==> config.mk <==
export PLATFORM = sky130hd
export DESIGN_NAME = u_lsu
export DESIGN_NICKNAME = d
export VERILOG_FILES = /design/src/rtl/u_lsu.sv
export SDC_FILE = /design/constraint.sdc
export NUM_CORES = 1
export LEC_CHECK = 0
export CORE_MARGIN = 4
export CORE_UTILIZATION = 40
export CTS_CLUSTER_SIZE = 16
export DETAILED_ROUTE_END_ITERATION = 12
export GPL_ROUTABILITY_DRIVEN = 0
export GPL_TIMING_DRIVEN = 1
export MAX_ROUTING_LAYER = met4
export PLACE_DENSITY = 0.74
export SLEW_MARGIN = 20
export SYNTH_ARGS = -nofsm -noshare
export SYNTH_HDL_FRONTEND = slang
export SYNTH_SLANG_ARGS = --single-unit
==> constraint.sdc <==
create_clock -name clk -period 8.6 [get_ports clk]
set_clock_uncertainty 0.15 [all_clocks]
set_input_delay 1.29 -clock clk [delete_from_list [all_inputs] [get_ports clk]]
set_output_delay 1.29 -clock clk [all_outputs]
set_load 0.05 [all_outputs]
==> src/rtl/u_lsu.sv <==
// Load/store unit: turns one execute-stage memory op into a req/gnt/rvalid
// transaction and produces a registered register-file write for loads.
module u_lsu (
    input  logic        clk,
    input  logic        rst,
    input  logic        lsu_v,
    output logic        lsu_rdy,
    input  logic        lsu_ld,
    input  logic        lsu_st,
    input  logic [2:0]  lsu_f3,
    input  logic [31:0] lsu_adr,
    input  logic [31:0] lsu_wdat,
    input  logic [4:0]  lsu_rd_a,
    input  logic        flush,
    output logic        dm_req,
    output logic        dm_we,
    output logic [31:0] dm_adr,
    output logic [3:0]  dm_be,
    output logic [31:0] dm_wdat,
    input  logic        dm_gnt,
    input  logic        dm_rvalid,
    input  logic [31:0] dm_rdat,
    output logic        wb_e,
    output logic [4:0]  wb_a,
    output logic [31:0] wb_d,
    output logic        lsu_err,
    output logic [31:0] err_adr
);

    typedef enum logic [1:0] {
        S_IDLE = 2'd0,
        S_REQ  = 2'd1,
        S_WAIT = 2'd2
    } state_t;

    state_t      r_state;
    state_t      w_next;

    logic [2:0]  r_f3;
    logic [1:0]  r_off;
    logic [4:0]  r_rd;

    logic        w_take;
    logic        w_misal;
    logic        w_err;
    logic        w_go;
    logic [3:0]  w_be;
    logic [31:0] w_wdat;
    logic [7:0]  w_byte;
    logic [15:0] w_half;
    logic [31:0] w_ld_data;

    assign lsu_rdy = (r_state == S_IDLE);

    // Request qualification and alignment/legality check at acceptance
    assign w_take  = lsu_v & ~flush & lsu_rdy;
    assign w_misal = (lsu_f3 == 3'b011) | (lsu_f3 == 3'b110) | (lsu_f3 == 3'b111)
                   | ((lsu_f3[1:0] == 2'b01) & lsu_adr[0])
                   | ((lsu_f3 == 3'b010) & (lsu_adr[1:0] != 2'b00));
    assign w_err   = w_take & ((lsu_ld & lsu_st) | ((lsu_ld ^ lsu_st) & w_misal));
    assign w_go    = w_take & (lsu_ld ^ lsu_st) & ~w_misal;

    always_ff @(posedge clk or posedge rst) begin
        if (rst) begin
            r_state <= S_IDLE;
        end else begin
            r_state <= w_next;
        end
    end

    always_comb begin
        w_next = r_state;
        case (r_state)
            S_IDLE:  if (w_go)      w_next = S_REQ;
            S_REQ:   if (dm_gnt)    w_next = S_WAIT;
            S_WAIT:  if (dm_rvalid) w_next = S_IDLE;
            default:                w_next = S_IDLE;
        endcase
    end

    // Store lane placement; loads read the whole word
    always_comb begin
        w_be   = 4'b1111;
        w_wdat = lsu_wdat;
        if (lsu_ld) begin
            w_wdat = 32'h0;
        end else begin
            case (lsu_f3[1:0])
                2'b00: begin
                    w_be   = 4'(4'b0001 << lsu_adr[1:0]);
                    w_wdat = {4{lsu_wdat[7:0]}};
                end
                2'b01: begin
                    w_be   = 4'(4'b0011 << lsu_adr[1:0]);
                    w_wdat = {2{lsu_wdat[15:0]}};
                end
                default: begin
                    w_be   = 4'b1111;
                    w_wdat = lsu_wdat;
                end
            endcase
        end
    end

    // Load extraction from the returned word at the latched byte offset
    always_comb begin
        w_byte = dm_rdat[7:0];
        case (r_off)
            2'd0:    w_byte = dm_rdat[7:0];
            2'd1:    w_byte = dm_rdat[15:8];
            2'd2:    w_byte = dm_rdat[23:16];
            default: w_byte = dm_rdat[31:24];
        endcase
        w_half    = r_off[1] ? dm_rdat[31:16] : dm_rdat[15:0];
        w_ld_data = dm_rdat;
        case (r_f3)
            3'b000:  w_ld_data = {{24{w_byte[7]}}, w_byte};
            3'b100:  w_ld_data = {24'h0, w_byte};
            3'b001:  w_ld_data = {{16{w_half[15]}}, w_half};
            3'b101:  w_ld_data = {16'h0, w_half};
            default: w_ld_data = dm_rdat;
        endcase
    end

    always_ff @(posedge clk or posedge rst) begin
        if (rst) begin
            dm_req  <= 1'b0;
            dm_we   <= 1'b0;
            dm_adr  <= 32'h0;
            dm_be   <= 4'h0;
            dm_wdat <= 32'h0;
            r_f3    <= 3'h0;
            r_off   <= 2'h0;
            r_rd    <= 5'h0;
            wb_e    <= 1'b0;
            wb_a    <= 5'h0;
            wb_d    <= 32'h0;
            lsu_err <= 1'b0;
            err_adr <= 32'h0;
        end else begin
            lsu_err <= w_err;
            if (w_err) begin
                err_adr <= lsu_adr;
            end
            if (w_go) begin
                dm_req  <= 1'b1;
                dm_we   <= lsu_st;
                dm_adr  <= {lsu_adr[31:2], 2'b00};
                dm_be   <= w_be;
                dm_wdat <= w_wdat;
                r_f3    <= lsu_f3;
                r_off   <= lsu_adr[1:0];
                r_rd    <= lsu_rd_a;
            end else if ((r_state == S_REQ) && dm_gnt) begin
                dm_req  <= 1'b0;
            end
            // dm_we doubles as the load/store flag of the outstanding op
            wb_e <= 1'b0;
            if ((r_state == S_WAIT) && dm_rvalid && !dm_we && (r_rd != 5'd0)) begin
                wb_e <= 1'b1;
                wb_a <= r_rd;
                wb_d <= w_ld_data;
            end
        end
    end

endmodule
==> metrics.csv <==
stage,metric,value,unit
floorplan,Initial Util,40.70,%
critical_path,Setup crit end kind,register,
placement,"worst slack, placed",3660,ps
critical_path,Critical Path RT,8750,ps
clock_tree,CTS sink count,151,
clock_tree,"Clk Latency, worst-skew pair",420,ps
clock_tree,post_cts resized,0,
global_routing,GR Overflow Total,0,
power_and_ir_drop,Int Power,1.962,mW
drt,drt pass-1 iters,5,
logic_synthesis,"EDFF count, synth",0,
logic_synthesis,"top cells by area, synth","dfrtp_1, mux2_2, mux2_1",
layout,share of layout cells above drive strength 1,11.94,%
power_and_ir_drop,Peak VDD IR,0.1909,mV
layout,utilization after layout,60.16,%
layout,final std cells w/o fill,1050,
timing,setup tns final,0,ps
timing,final setup fails,0,
global_routing,vias in the first global route,5523,
timing,Worst slew margin,38.97,%
power_and_ir_drop,Pleak,4.171,nW
job,Max Cap Violations,0,
logic_synthesis,largest area contributor in the netlist,dfrtp_1,
power_and_ir_drop,sequential power share,31.0,%
floorplan,# rows,47,
logic_synthesis,Mapped Cells,579,
clock_tree,# hold bufs at CTS,0,
critical_path,cell chain of the critical path,clkdlybuf4s50_1 > a21oi_1 > o211ai_4 > buf_4 > mux2_2,
power_and_ir_drop,clock group share of total power,20.3,%
logic_synthesis,Synth Warn #,0,
floorplan,Core Area,16520,sq um
drt,final WL,19.14,mm
drt,vias per cell,5.036,
timing,max-slew violation total from the final report,0,
critical_path,Slowest Stage Delay on Critical Path,980,ps
placement,placed instance count,1017,
logic_synthesis,"count leader, synth",dfrtp_1,
timing,final hold vios,0,
timing,final period utilization,52.29,%
logic_synthesis,syn_area_per_cell,11.62,sq um
timing,setup ws final,4103,ps
timing,Peak Freq,222.4,MHz
global_routing,first-pass GRT wire length,29.35,mm
placement,Detailed Place HPWL,14.05,mm
clock_tree,htree depth,4,
timing,Worst-Margin Slew,915.4,ps
logic_synthesis,Synth Cell Area,6725,sq um
timing,RSZ-0062 raised after global routing,no,
logic_synthesis,Async SR Flop Fraction,100.0,%
min_path,Hold WC Path Type,register to register,
clock_tree,total CTS buffers,17,
drt,WL/cell,18.23,um
clock_tree,"CTS clk-pin slew, worst paths",60,ps
drt,DRC Markers,0,
run_status,status,completed,
power_and_ir_drop,Final Total Pwr,3.540,mW
global_routing,largest net degree at the start of global routing,91,
critical_path,Worst Setup Path Type,primary input to register,
clock_tree,post-CTS setup buffer count,0,
critical_path,CP top delay family,buffers and inverters,
floorplan,Top-Level Pins,254,
floorplan,die width,137.7,um
critical_path,CP Data Arrival Time,4640,ps
timing,final hold slack,323.6,ps
power_and_ir_drop,Sw Ratio,44.56,%
layout,Layout Nets,929,
critical_path,Crit-path slowest cell,clkdlybuf4s50_1,
global_routing,initial antenna violation count,1,
timing,fin crit period,4497,ps
drt,routed via count,5288,
drt,Routed Antenna Nets,0,
layout,post-route cell area,9941,sq um
clock_tree,CTS tree,done,
critical_path,CP Max Fanout,90,
logic_synthesis,register area share after synthesis,56.19,%
placement,IO buf count,251,
critical_path,WP buf/inv,2,
placement,placed cell area,9356,sq um
logic_synthesis,dominant synthesized flop cell,dfrtp_1,
logic_synthesis,Post-synth top cells,"dfrtp_1, nand2_1, mux2_2, a21oi_1, nor2_1",
global_routing,Overall Global Routing Usage,20.82,%
power_and_ir_drop,Pwr Density,356.1,nW/um^2
clock_tree,Max clock buf depth,2,
logic_synthesis,Synth cell types,47,
drt,First DRT Iteration DRCs,228,
floorplan,Die Y-Extent,137.7,um
layout,Syn-to-layout area delta,47.81,%
logic_synthesis,Synth Register Bits,151,
floorplan,DIE AREA,18950,sq um
power_and_ir_drop,Psw,1.577,mW
critical_path,Startpoint Class,primary input,
logic_synthesis,Yosys top cell area share,56.19,%
power_and_ir_drop,logic gate share of total power,48.8,%
clock_tree,Clock Root Buffer,clkbuf_16,
## metal layers
layer	GRT usage [%]	part of all wire (%)	up-vias
li1	-	-	2502
met1	25.64	42	2580
met2	32.46	49	192
met3	6.611	8.0	14
met4	7.317	1.2	0
met5	-	0	-
## final cells by class
type / count / area, sq um
Antenna cell: 1 / 2.502
Clock buffer: 19 / 452.9
Clock inverter: 13 / 121.4
Fill cell: 1339 / 6584
Inverter: 7 / 31.28
Multi-Input combinational cell: 381 / 2710
Sequential cell: 151 / 3779
Tap cell: 220 / 275.3
Timing Repair Buffer: 258 / 2569
## cell usage in the layout, fill, tap and decap left out, types with 2 or more instances in the layout
cell type / n
clkdlybuf4s50_1: 251
a21o_1: 2
nand2b_1: 12
o31ai_2: 2
clkinv_4: 2
nor2b_1: 8
clkbuf_16: 17
o21ai_0: 19
nor2_1: 36
a22o_1: 3
mux2_2: 40
a21oi_1: 38
clkinvlp_4: 5
a2111oi_0: 6
o31ai_1: 22
nor3_2: 5
clkinv_2: 2
or3_1: 6
inv_1: 5
o21ai_1: 9
mux2i_1: 34
buf_4: 6
conb_1: 2
dfrtp_1: 151
inv_6: 4
mux2_1: 34
nand2_1: 73
clkbuf_8: 2
nor3b_1: 8
a211oi_1: 2
## kinds of logic after synthesis
group	after synthesis	synth area share, %
muxes	108	17.45
adders and majority gates	1	0.1860
DFF	151	56.19
buffers and inverters	48	3.758
other	1	0.05576
AOI/OAI and AO/OA	112	10.62
and+or+nand+nor	158	11.74
## worst paths after layout
kind,from,end,slack [ps],cells past startpoint
worst min register to register,dm_wdat[13],dm_wdat[13],320,2
max in group asynchronous,rst,dm_adr[16],5910,3
worst min-delay path,dm_wdat[13],dm_wdat[13],320,2
worst max register to register,r_state[1],dm_adr[6],6050,4
worst max-delay path,lsu_f3[0],dm_adr[3],4100,5
min in group asynchronous,rst,err_adr[20],1180,2
## flip-flops by register name, indices dropped and copies added (netlist names), 3 cells and up
name and cells:
r_f3 3, r_rd 5, wb_a 5, err_adr 32, dm_adr 30, dm_wdat 32
dm_be 4, wb_d 32
## power by group through the flow
stage               Clock, mW  Sequential (mW)  Combinational (mW)
finish                  0.717             1.10                1.73
detailed placement          0             1.11                1.73
global route            0.763             1.13                1.81
CTS                     0.734             1.10                1.74
global placement            0             1.09                1.71
floorplan                   0             1.86               0.344
## tightest hold or removal path, delay by kind of cell, from the launching register on
| family | cells | cell delay (ps) |
|---|---|---|
| flops | 1 | 340 |
| simple gates | 1 | 50 |
| compound gates | 1 | 50 |
(Power assumes the default switching activity.)
